<file path="config.mk">
export PLATFORM = sky130hd
export DESIGN_NAME = fadd_wb_queue
export DESIGN_NICKNAME = d
export VERILOG_FILES = /design/src/rtl/fadd_wb_queue.sv
export SDC_FILE = /design/constraint.sdc
export NUM_CORES = 1
export LEC_CHECK = 0
export CAP_MARGIN = 20
export CORE_ASPECT_RATIO = 0.8
export CORE_MARGIN = 2
export CORE_UTILIZATION = 45
export CTS_CLUSTER_DIAMETER = 200
export DETAILED_ROUTE_END_ITERATION = 16
export GPL_TIMING_DRIVEN = 0
export PLACE_DENSITY = 0.69
export SYNTH_ARGS = -nofsm -noshare
export SYNTH_HDL_FRONTEND = slang
export SYNTH_SLANG_ARGS = --single-unit
</file>
<file path="constraint.sdc">
create_clock -name clock -period 2.74 [get_ports clock]
set_clock_uncertainty 0.05 [all_clocks]
set_input_delay 0.548 -clock clock [delete_from_list [all_inputs] [get_ports clock]]
set_output_delay 0.548 -clock clock [all_outputs]
set_load 0.01 [all_outputs]
</file>
<file path="src/rtl/fadd_wb_queue.sv">
// Writeback queue for a 3-stage pipelined FP adder: tracks destinations of
// in-flight ops, buffers normalized results in a FIFO, stalls the adder when
// the FIFO cannot accept, and flags RAW hazards for the decode stage.
module fadd_wb_queue #(
    parameter int unsigned DEPTH = 4,
    parameter int unsigned AW    = 2
) (
    input  logic          clock,
    input  logic          clrn,
    input  logic          issue,
    input  logic [4:0]    wn,
    input  logic [31:0]   s,
    input  logic [4:0]    fs,
    input  logic [4:0]    ft,
    input  logic          wb_ready,
    output logic          e,
    output logic          wb_valid,
    output logic [4:0]    wb_wn,
    output logic [31:0]   wb_data,
    output logic [AW:0]   count,
    output logic          fhaz
);

    logic          r_v1;
    logic          r_v2;
    logic [4:0]    r_t1;
    logic [4:0]    r_t2;
    logic [AW-1:0] r_head;
    logic [AW-1:0] r_tail;
    logic [AW:0]   r_count;
    logic [4:0]    r_q_wn   [DEPTH];
    logic [31:0]   r_q_data [DEPTH];

    logic          w_full;
    logic          w_push;
    logic          w_pop;
    logic          w_hit;
    logic [AW-1:0] w_off;

    // Stall only when stage 2 must push into a full FIFO that is not draining.
    assign w_full   = (r_count == (AW+1)'(DEPTH));
    assign e        = ~(r_v2 & w_full & ~wb_ready);
    assign wb_valid = (r_count != '0);
    assign w_push   = r_v2 & e;
    assign w_pop    = wb_valid & wb_ready;
    assign count    = r_count;
    assign wb_wn    = wb_valid ? r_q_wn[r_head]   : '0;
    assign wb_data  = wb_valid ? r_q_data[r_head] : '0;
    assign fhaz     = w_hit;

    // Destination tags shadowing the adder's two pipeline registers.
    always_ff @(posedge clock or negedge clrn) begin
        if (!clrn) begin
            r_v1 <= 1'b0;
            r_t1 <= '0;
            r_v2 <= 1'b0;
            r_t2 <= '0;
        end else if (e) begin
            r_v1 <= issue;
            r_t1 <= wn;
            r_v2 <= r_v1;
            r_t2 <= r_t1;
        end
    end

    // FIFO pointers and occupancy; pointers wrap naturally at DEPTH.
    always_ff @(posedge clock or negedge clrn) begin
        if (!clrn) begin
            r_head  <= '0;
            r_tail  <= '0;
            r_count <= '0;
        end else begin
            if (w_push) r_tail <= r_tail + AW'(1);
            if (w_pop)  r_head <= r_head + AW'(1);
            case ({w_push, w_pop})
                2'b10:   r_count <= r_count + (AW+1)'(1);
                2'b01:   r_count <= r_count - (AW+1)'(1);
                default: r_count <= r_count;
            endcase
        end
    end

    // FIFO storage; stale entries are masked by count, so no reset needed.
    always_ff @(posedge clock) begin
        if (w_push) begin
            r_q_wn[r_tail]   <= r_t2;
            r_q_data[r_tail] <= s;
        end
    end

    // Hazard: decode sources against every pending destination, reg 0 included.
    always_comb begin
        w_hit = 1'b0;
        w_off = '0;
        if (r_v1 && (fs == r_t1 || ft == r_t1)) w_hit = 1'b1;
        if (r_v2 && (fs == r_t2 || ft == r_t2)) w_hit = 1'b1;
        for (int i = 0; i < int'(DEPTH); i++) begin
            w_off = AW'(i) - r_head;
            if (({1'b0, w_off} < r_count) && (r_q_wn[i] == fs || r_q_wn[i] == ft)) begin
                w_hit = 1'b1;
            end
        end
    end

endmodule
</file>
Word-level counts from Yosys, hierarchy flattened

Memories as Yosys holds them, arrays and structs flattened.
Cells that the tools add are included.

Bits in registers: 19
RAM bits: 148
Input bits: 51
Output and inout bits: 43
Logic and storage cells: 67
Memories: 2

Memory list:

| memory   | words | width | rd ports | clocked after memory_dff | wr ports | RTL line | RTL |
|---|---|---|---|---|---|---|---|
| r_q_data | 4     | 32    | 1        | 0                        | 1        | 32       | `logic [31:0] r_q_data [DEPTH];` |
| r_q_wn   | 4     | 5     | 5        | 0                        | 1        | 31       | `logic [4:0] r_q_wn [DEPTH];` |

Add/subtract/negate cells: 8
Magnitude comparators: 4
Equal/unequal tests: 15
Multiplexer cells: 11
Bitwise logic cells: 6
Reduce and logical (&&, ||, !) cells: 14

Operators by type and width:

| cell                                                               | count |
|---|---|
| 5-bit == test                                                      | 12 |
| 32-bit 2-to-1 mux                                                  | 1 |
| 2-bit by 3-bit less-than comparator with 1-bit output              | 4 |
| 1-bit 2-to-1 mux                                                   | 8 |
| 1-bit logical AND                                                  | 6 |
| 1-bit logical OR                                                   | 6 |
| 3-bit case mux with 2 select lines                                 | 1 |
| 5-bit 2-to-1 mux                                                   | 1 |
| 2-bit by 1-bit adder with 2-bit output, second input constant      | 2 |
| 1-bit AND                                                          | 4 |
| 1-bit by 2-bit subtractor with 2-bit output, first input constant  | 2 |
| 2-bit subtractor, first input constant                             | 2 |
| 3-bit by 1-bit adder with 3-bit output, second input constant      | 1 |
| 3-bit == test, second input constant                               | 1 |
| 3-bit nonzero test                                                 | 1 |
| 3-bit by 1-bit subtractor with 3-bit output, second input constant | 1 |
| 2-bit by 1-bit == test with 1-bit output, second input constant    | 1 |
| 2-bit == test, second input constant                               | 1 |
| 1-bit inverter                                                     | 2 |
| 2-bit nonzero test                                                 | 1 |

Depth between registers and ports, before layout

Gate-level depths: netlist of run 1.

Depth in word-level cells: 9
Mapped depth: 10
Gate-level depth less buffers: 9

Worst setup path after synthesis of run 1

Ideal clock, no wire load.

Path type: input to register
Start: input port wb_ready
End: register r_count[2] (netlist: count[2])
Library setup time: 80 ps
Data arrival time: 2279 ps
Data required time: 2610 ps
Slack: 332 ps
Stages: 9
Buffers on the path: 1
Cell sequence: or4_1 buf_6 nand2_1 ha_1 inv_1 fa_1 xor2_1 nor2_1 xor2_1

Cells in the longest elaborated chain, start to end: 6
Elaborated cells on any way between the ends: 9
Classes of those cells: eq/ne: 2; mux: 1; bitwise: 5; reduce/logical: 1

Ends and longest elaborated chain:

| item                                                                             | RTL line | RTL |
|---|---|---|
| start: declaration                                                               | 15       | `input logic wb_ready,` |
| 1-bit inverter                                                                   | 42       | `assign e = ~(r_v2 & w_full & ~wb_ready);` |
| 1-bit AND                                                                        | 42       |  |
| 1-bit inverter                                                                   | 42       |  |
| 1-bit AND                                                                        | 44       | `assign w_push = r_v2 & e;` |
| 2-bit by 1-bit == test with 1-bit output / 2-bit == test (equally long branches) | 75       | `case ({w_push, w_pop})` |
| 3-bit case mux with 2 select lines / 2-bit nonzero test (equally long branches)  | -        |  |
| end signal: assignment                                                           | 76       | `2'b10: r_count <= r_count + (AW+1)'(1);` |
| end signal: assignment                                                           | 77       | `2'b01: r_count <= r_count - (AW+1)'(1);` |
| end signal: assignment                                                           | 78       | `default: r_count <= r_count;` |
| end: declaration                                                                 | 30       | `logic [AW:0] r_count;` |

Several ways; a longest one is shown, not always the timed one.
A chain may end at the register's enable or synchronous reset.

Worst setup path in the final report of run 1

Start: register r_head[1]
End: output port fhaz

Cells in the longest elaborated chain, start to end: 7
Elaborated cells on any way between the ends: 16
Classes of those cells: add/sub: 4; order compare: 4; mux: 4; reduce/logical: 4

Ends and longest elaborated chain:

| item                                                  | RTL line | RTL |
|---|---|---|
| start: declaration                                    | 28       | `logic [AW-1:0] r_head;` |
| start signal: assignment                              | 74       | `if (w_pop) r_head <= r_head + AW'(1);` |
| 1-bit by 2-bit subtractor with 2-bit output           | 98       | `w_off = AW'(i) - r_head;` |
| 2-bit by 3-bit less-than comparator with 1-bit output | 99       | `if (({1'b0, w_off} < r_count) && (r_q_wn[i] == fs \|\| r_q_wn[i] == ft)) begin` |
| 1-bit logical AND                                     | 99       |  |
| 1-bit 2-to-1 mux (3 in series)                        | 99       |  |
| 1-bit 2-to-1 mux (*)                                  | 99       |  |
| end: declaration                                      | 21       | `output logic fhaz` |

Every way passes the cells marked *; elsewhere a longest branch is shown, timed or not.

==> impl_metrics.toml, run 1 <==
[outcome]
outcome = "finished, violations left"
violations = "negative setup slack"

[clock_tree]
cts.sinks = 167
ctsHoldBuffers = 0
cts_buffers = 17
cts_tree = "yes"
root_buffer = "clkbuf_16"
clk_latency_ns = 0.43
clk_pin_slew_ns = 0.07
clockBufferDepth = 2
htree_levels = 4

[sta]
finalCritPeriodShare_pct = 101
drv_slew = 0
fin_crit_ns = 2.78
tightest_slew_ns = 1.08
setup_violations = 4
setup_slack_ns = -0.0391
slew-limit-headroom_pct = 28.1
max_freq_mhz = 360
hold_violations = 0
rsz0062_at_grt = "yes"

[synthesis]
synth_top_area_share_pct = 60.9
synth_area_sq_um = 7300
ys_seq_elements = 167
ys_warn_count = 0
syn_nets = 477
synth_top_area_cell = "edfxtp_1"
synth-async-reset-ratio_pct = 11.4
netlist_top_cells_area = "edfxtp_1, mux4_2, dfrtp_1"
synthTopCellsByCount = "edfxtp_1, xnor2_1, and2_1, mux4_2, xor2_1"
syn_avg_cell_area_sq_um = 17.5
synth_ff_type = "edfxtp_1"
yosysMostFrequentCell = "edfxtp_1"
synth_edf_count = 148
ys_types = 32
yosysSeqAreaShare_pct = 67.4
synth_cells = 416

[die]
die_area_sq_um = 17300
die_h_um = 118
placementRows = 41
die_w_um = 146
initial_core_util_pct = 46.2
io_pins = 94
core-area_sq_um = 15800

[critical_path]
end_kind = "output pin"
cp_max_fo = 10
path_class = "reg -> out"
worstPathRequired_ns = 2.14
worstPathArrival_ns = 2.18
critPathLaunchType = "flop"

[drt]
drc = 0
vias_per_cell = 5.16
vias = 3974
drtIter0Drc = 210
wl_per_cell_um = 19.2
wirelength_um = 14800
ant_nets = 0
dr.pass1.iters = 4

[place]
gp_congestion = 0.874
port_buffers = 83
place_ws_ns = -0.409
placed_cell_area_sq_um = 8400
dp_hpwl_um = 9150

[finish]
fillers = 1238
nets = 603
final_area_sq_um = 9250
multi_input_area_sq_um = 2240
postLayoutCoreUtil_pct = 58.5
insertedDiodeCount = 0
regArea_sq_um = 4920
drive_above_1_share_pct = 28.5
areaGrowthSynthToFinish_pct = 26.8

[grt]
grt_overflow_total = 0
grt_pass1_vias = 4127
grt_max_degree = 38
grt_first_pass_wirelength_um = 22800
grt.total_usage_pct = 17.9
antenna_found_initial = 0

[pwr]
power.leakage_nw = 3.29
p_per_area_nw_per_um2 = 1100
peakVddDrop_v = 0.000624

[min_path]
hold_class = "reg -> reg"

[run]
drv_cap = 0
-- worst paths after layout --
check | startpoint | end | slack, ns | cells after the start
min in group asynchronous | clrn | r_v2 | 0.57 | 1
setup / recovery | r_head[1] | fhaz | -0.04 | 9
hold reg to reg | r_v1 | r_v2 | 0.46 | 1
max in group asynchronous | clrn | count[0] | 1.48 | 1
hold / removal | r_v1 | r_v2 | 0.46 | 1
setup reg to reg | count[0] | count[2] | 0.18 | 10
-- registers in the layout (all words and copies together), names as in the netlist --
| register | count |
|---|---|
| r_q_wn | 20 |
| r_t2 | 5 |
| r_q_data | 128 |
| r_v1 | 1 |
| r_v2 | 1 |
| r_t1 | 5 |
| r_tail | 2 |
| count | 3 |
| r_head | 2 |
-- power breakdown --
part           total, mW  internal, mW  switching [mW]  leakage [nW]
registers           3.67          3.43           0.235          1.58
logic               4.06          2.14            1.92          1.43
clock network       2.41          1.44           0.978         0.288
-- through the flow --
| stage | cells | hold WS (ns) | setup TNS (ns) | total power, mW |
|---|---|---|---|---|
| after floorplan | 416 | 0.202 | 0 | 5.87 |
| after global placement | 714 | 0.433 | -21.93 | 7.47 |
| after detailed placement | 714 | 0.447 | -22.72 | 7.56 |
| after CTS | 756 | 0.462 | -0.807 | 10.0 |
| after global routing | 770 | 0.491 | -0.507 | 10.7 |
| final | 770 | 0.461 | -0.0902 | 10.1 |
-- layer usage --
layer	routed length, um	vias up	GRT usage [%]	part of all wire [%]
li1	-	1815	-	-
met1	6610	2049	23.8	45
met2	7330	92	29.0	50
met3	635	18	4.03	4.3
met4	218	0	6.55	1.5
met5	0	-	0	0
-- cell type report --
cell class / instances / share of cell area (%)
Timing Repair Buffer: 107 / 10.0
Tap cell: 215 / 2.91
Clock buffer: 17 / 4.60
Buffer: 25 / 2.76
Sequential cell: 167 / 53.2
Multi-Input combinational cell: 217 / 24.3
Inverter: 7 / 0.325
Clock inverter: 15 / 1.89
-- worst max-delay path, stage by stage (launching register included) --
cell and delay, ns:
dfrtp_2 0.43, buf_8 0.16, xor2_2 0.17, inv_1 0.07
ha_1 0.28, a21oi_1 0.14, nor2_1 0.05, o22a_1 0.20
nand4_1 0.10, buf_2 0.14
-- placed cells by master (no fill, tap or decap), types with 2 or more instances in the layout --
master           netlist  final
edfxtp_1             148    148
clkdlybuf4s50_1        0     44
xnor2_1               39     39
mux4_2                37     37
and2_1                38     35
xor2_1                28     27
clkbuf_2               0     26
buf_4                  0     20
clkbuf_16              0     19
dfrtp_1               19     16
clkbuf_1              16     10
dlygate4sd2_1          0     10
nand2_1                9      9
ha_1                   9      9
nand3_1                8      8
nor3_1                 8      8
mux2_2                 8      8
buf_12                 1      7
inv_1                  7      6
nor2_1                 6      6
and3_2                 4      4
o22ai_1                4      4
a21oi_1                4      4
clkinvlp_4             0      4
mux2_4                 4      4
inv_6                  0      4
buf_8                  0      3
and2_4                 0      3
bufinv_16              0      3
clkinv_2               0      3
dfrtp_2                0      3
clkdlybuf4s15_1        0      3
clkbuf_8               0      2
buf_6                  1      2
clkbuf_4               0      2
a32oi_1                2      2
-- cell families after synthesis --
family,synth area share (%)
XOR/XNOR,8.04
AND/OR/NAND/NOR,6.02
AO/OA/AOI/OAI,1.15
flip-flops,67.4
buffers and inverters,2.06
adder cells (fa/ha/maj),1.82
multiplexers,13.5
-- timing repair --
| item | 4_1_cts | 5_1_grt |
|---|---|---|
| setup buffers | 10 | 13 |
| endpoints found under the setup margin | 40 | 23 |
| cloned | 0 | 1 |
| pin swaps | 0 | 1 |
| hold endpoints to repair | 0 | 0 |
| resized for setup | 83 | 64 |
(Power assumes the default switching activity.)
==> run 2: changes to the inputs <==
--- a/config.mk
+++ b/config.mk
@@ -7,7 +7,7 @@
 export LEC_CHECK = 0
 export CAP_MARGIN = 20
 export CORE_ASPECT_RATIO = 0.8
-export CORE_MARGIN = 2
+export CORE_MARGIN = 1.5
 export CORE_UTILIZATION = 45
 export CTS_CLUSTER_DIAMETER = 200
 export DETAILED_ROUTE_END_ITERATION = 16
==> run 2 against run 1 <==
Net effect:
- the run still ends with negative setup slack left
- register-to-register slack got worse by 0.03 ns
- first-iteration DRC count increased by 0.95%
- sequential share of layout area is 0.39 points higher
- non-clock buffer count decreased by 9
- critical path type unchanged
==> impl_metrics.toml, run 2 (synthesis results as in run 1) <==
[place]
dp_hpwl_um = 8780
place_ws_ns = -0.415
port_buffers = 83
gp_congestion = 0.870
placed_cell_area_sq_um = 8400

[grt]
grt_pass1_vias = 4025
antenna_found_initial = 0
grt.total_usage_pct = 17.5
grt_first_pass_wirelength_um = 21600
grt_max_degree = 38
grt_overflow_total = 0

[clock_tree]
ctsHoldBuffers = 0
cts.sinks = 167
clk_pin_slew_ns = 0.07
clk_latency_ns = 0.43
htree_levels = 4
root_buffer = "clkbuf_16"
cts_tree = "yes"
clockBufferDepth = 2
cts_buffers = 17

[critical_path]
end_kind = "output pin"
path_class = "reg -> out"
worst-path-buf-inv = 4
worstPathArrival_ns = 2.17
cp_max_fo = 7
slowest_delay_ns = 0.50
critical-path-top-delay-family = "buffers and inverters"
cp_slowest_cell = "mux4_2"
path_cells = "buf_6, buf_12, buf_4, mux4_2, and2_1, dlygate4sd2_1"
critPathLaunchType = "flop"
worstPathRequired_ns = 2.14

[pwr]
p_int_mw = 6.75
peakVddDrop_v = 0.000534
pwr-share-comb_pct = 39.6
power.leakage_nw = 3.26
p_per_area_nw_per_um2 = 1070
swShare_pct = 31.2
power.net_switching_mw = 3.06
pwr-share-clk_pct = 23.1
seq_power_share_pct = 37.2
power.total_mw = 9.82

[finish]
largest_reg_flops = 128
insertedDiodeCount = 0
nets = 594
top_regs = "r_q_data x128, r_q_wn x20"
fillers = 1265
final_common_cell = "edfxtp_1"
final_area_sq_um = 9180
drive_above_1_share_pct = 23.1
regArea_sq_um = 4920
multi_input_area_sq_um = 2240
largest-register = "r_q_data"
areaGrowthSynthToFinish_pct = 25.8
mostFrequentLayoutCells = "edfxtp_1, clkdlybuf4s50_1, xnor2_1"

[sta]
hold_slack_ns = 0.452
hold_violations = 0
setup_slack_ns = -0.0326
tightest_slew_ns = 1.06
max_freq_mhz = 361
setup_violations = 9
drv_slew = 0
rsz0062_at_grt = "yes"
fin_crit_ns = 2.77
finalCritPeriodShare_pct = 101
slew-limit-headroom_pct = 29.3

[die]
placementRows = 41
die_w_um = 145
io_pins = 94
core-area_sq_um = 15800
die_h_um = 117
initial_core_util_pct = 46.2
die_area_sq_um = 17000

[outcome]
outcome = "finished, violations left"
violations = "negative setup slack"

[drt]
vias_per_cell = 5.03
ant_nets = 0
drc = 0
wl_per_cell_um = 18.5
drtIter0Drc = 212
vias = 3827
dr.pass1.iters = 5
wirelength_um = 14100

[run]
drv_cap = 0

[min_path]
hold_class = "reg -> reg"
==> run 2: final cells by class <==
type	instances	area share, %
Buffer	24	2.29
Clock buffer	17	4.63
Clock inverter	15	1.55
Inverter	7	0.286
Multi-Input combinational cell	217	24.4
Sequential cell	167	53.6
Tap cell	215	2.93
Timing Repair Buffer	99	10.3
==> run 2: power groups by stage <==
stage	Combinational (mW)	Clock (mW)	Sequential (mW)
2_1_floorplan	2.21	0	3.66
3_3_place_gp	3.74	0	3.71
3_5_place_dp	3.78	0	3.75
4_1_cts	3.78	2.32	3.66
5_1_grt	4.24	2.41	3.70
6_report	3.89	2.27	3.65
==> run 2: path summary, 6_finish.rpt <==
| path | startpoint | end | slack (ns) | cells past startpoint |
|---|---|---|---|---|
| max | r_head[0] | wb_data[26] | -0.03 | 6 |
| min | r_v1 | r_v2 | 0.45 | 1 |
| max reg2reg | count[0] | count[2] | 0.15 | 10 |
| min reg2reg | r_v1 | r_v2 | 0.45 | 1 |
| max in group asynchronous | clrn | count[0] | 1.50 | 1 |
| min in group asynchronous | clrn | r_t1[2] | 0.55 | 1 |
==> run 2: timing repair <==
item	4_1_cts	5_1_grt
setup buffers	7	7
pin swaps	0	1
cloned	0	2
endpoints found under the setup margin	40	23
resized for setup	79	12
==> run 2: worst reg2reg max path, cell delays in order, from the launching register on <==
cell and delay [ns]:
dfrtp_2 0.40, buf_4 0.16, or4_4 0.53, buf_6 0.15, nand2_1 0.14, ha_1 0.20
inv_1 0.06, fa_1 0.38, xor2_1 0.15, nor2_1 0.12, xor2_1 0.17
==> run 2: stage by stage <==
stage	setup TNS (ns)	utilization, %	cells
finish	-0.151	58.1	761
detailed placement	-23.49	53.1	714
CTS	-0.651	57.5	753
global placement	-20.98	53.1	714
floorplan	0	-	416
global route	-2.14	58.1	761
==> run 2: per-layer routing <==
layer  global-route usage [%]  up-vias  wire length (um)
met5                        0        -                 0
met4                     5.78        0                64
met3                     4.77        4               649
met2                     29.1       90              6900
met1                     22.7     1933              6460
li1                         -     1800                 -
==> run 3: changes to the inputs <==
--- a/config.mk
+++ b/config.mk
@@ -16,3 +16,4 @@
 export SYNTH_ARGS = -nofsm -noshare
 export SYNTH_HDL_FRONTEND = slang
 export SYNTH_SLANG_ARGS = --single-unit
+export TNS_END_PERCENT = 5
==> run 3 against run 2 <==
Net effect:
- the flow still finishes with violations (negative setup slack)
- combinational power fell by 4%
- cell area fell by 1.4%
- flip-flop and latch count did not move
- worst hold slack improved by 0.0052 ns
- worst setup slack got worse by 0.012 ns
- total power fell by 1.3%
- largest cell class unchanged
- highest routed layer unchanged
- via count fell by 0.99%
==> impl_metrics.toml, run 3 (synthesis results as in run 1) <==
[outcome]
outcome = "finished, violations left"
violations = "negative setup slack"

[pwr]
p_per_area_nw_per_um2 = 1070
power.total_mw = 9.69
power.leakage_nw = 3.16
peakVddDrop_v = 0.000534

[finish]
top_regs = "r_q_data x128, r_q_wn x20"
final_common_cell = "edfxtp_1"
largest_reg_flops = 128
mostFrequentLayoutCells = "edfxtp_1, clkdlybuf4s50_1, xnor2_1"
largest-register = "r_q_data"
insertedDiodeCount = 0
nets = 584
drive_above_1_share_pct = 24.1
areaGrowthSynthToFinish_pct = 24.1

[clock_tree]
cts_buffers = 17
cts.sinks = 167
ctsHoldBuffers = 0
clk_pin_slew_ns = 0.06
cts_tree = "yes"
clk_latency_ns = 0.43
htree_levels = 4
clockBufferDepth = 2
root_buffer = "clkbuf_16"

[critical_path]
worstPathArrival_ns = 2.19
path_class = "reg -> out"
worstPathRequired_ns = 2.14
cp_max_fo = 10
critPathLaunchType = "flop"
end_kind = "output pin"

[grt]
grt_first_pass_wirelength_um = 21500
grt_max_degree = 38
grt.total_usage_pct = 17.4
grt_pass1_vias = 4005
antenna_found_initial = 0
grt_overflow_total = 0

[sta]
fin_crit_ns = 2.78
setup_slack_ns = -0.0450
tightest_slew_ns = 1.06
drv_slew = 0
rsz0062_at_grt = "yes"
hold_violations = 0
slew-limit-headroom_pct = 29.5
setup_violations = 1
finalCritPeriodShare_pct = 102
max_freq_mhz = 359

[die]
core-area_sq_um = 15800
io_pins = 94
die_h_um = 117
initial_core_util_pct = 46.2
placementRows = 41
die_area_sq_um = 17000
die_w_um = 145

[drt]
ant_nets = 0
vias = 3789
vias_per_cell = 5.05
wl_per_cell_um = 18.5
drtIter0Drc = 166
dr.pass1.iters = 5
drc = 0
wirelength_um = 13900

[place]
gp_congestion = 0.870
dp_hpwl_um = 8780
place_ws_ns = -0.415
port_buffers = 83

[min_path]
hold_class = "reg -> reg"

[run]
drv_cap = 0
[run 3: changes by cell type in the layout (fill, tap and decap cells not counted), sizes merged]
cell and delta:
dlygate4sd2 -28, clkdlybuf4s15 +16, buf -8, clkbuf +10
[run 3: final timing paths]
kind | startpoint | end | slack, ns | cells past startpoint
max | r_head[0] | fhaz | -0.04 | 10
min | r_v1 | r_v2 | 0.46 | 1
max reg2reg | count[0] | count[2] | 0.17 | 10
min reg2reg | r_v1 | r_v2 | 0.46 | 1
max in group asynchronous | clrn | count[0] | 1.48 | 1
min in group asynchronous | clrn | r_t2[3] | 0.57 | 1
[run 3: worst max-delay path, cell delays in order, from the launching register on]
cell and delay, ns:
dfrtp_1 0.37, buf_6 0.13, buf_12 0.14, xor2_2 0.15, inv_1 0.06, ha_1 0.27
a21oi_1 0.12, nor2_1 0.05, o22a_1 0.20, nand4_1 0.12, buf_2 0.15
[run 3: stage by stage]
| stage | util (%) | TNS [ns] | hold slack (ns) | instance area, sq um | std cells |
|---|---|---|---|---|---|
| final | 57.3 | -0.0450 | 0.458 | 9050 | 751 |
| after global routing | 57.3 | -0.217 | 0.487 | 9050 | 751 |
| after CTS | 57.3 | -0.476 | 0.456 | 9050 | 750 |
| after detailed placement | 53.1 | -23.49 | 0.442 | 8400 | 714 |
| after global placement | 53.1 | -20.98 | 0.432 | 8400 | 714 |
| after floorplan | - | 0 | 0.202 | 7300 | 416 |
[run 3: final cells by class]
cell class	instances	area (sq um)
Buffer	25	230
Clock buffer	17	425
Clock inverter	15	143
Fill cell	1273	6750
Inverter	7	26.3
Multi-Input combinational cell	217	2250
Sequential cell	167	4920
Tap cell	215	269
Timing Repair Buffer	88	792
[run 3: timing repair]
action                                  in CTS  in global routing
buffers inserted                             4                  1
resized for setup                           77                 54
pin swaps                                    0                  0
endpoints found under the setup margin      40                 27
[run 3: metal layers]
layer | global-route usage [%] | wire length [um] | share of wire, % | vias to the layer above
met4 | 5.78 | 116 | 0.83 | 0
met3 | 4.77 | 491 | 3.5 | 8
li1 | - | - | - | 1779
met2 | 29.1 | 6800 | 49 | 71
met5 | 0 | 0 | 0 | -
met1 | 22.5 | 6500 | 47 | 1931
[run 3: report_power, final]
| part | switching (mW) | total, mW | internal, mW |
|---|---|---|---|
| combinational | 1.82 | 3.75 | 1.93 |
| sequential | 0.229 | 3.66 | 3.43 |
| clock | 1.00 | 2.27 | 1.27 |
| total | 3.05 | 9.69 | 6.63 |
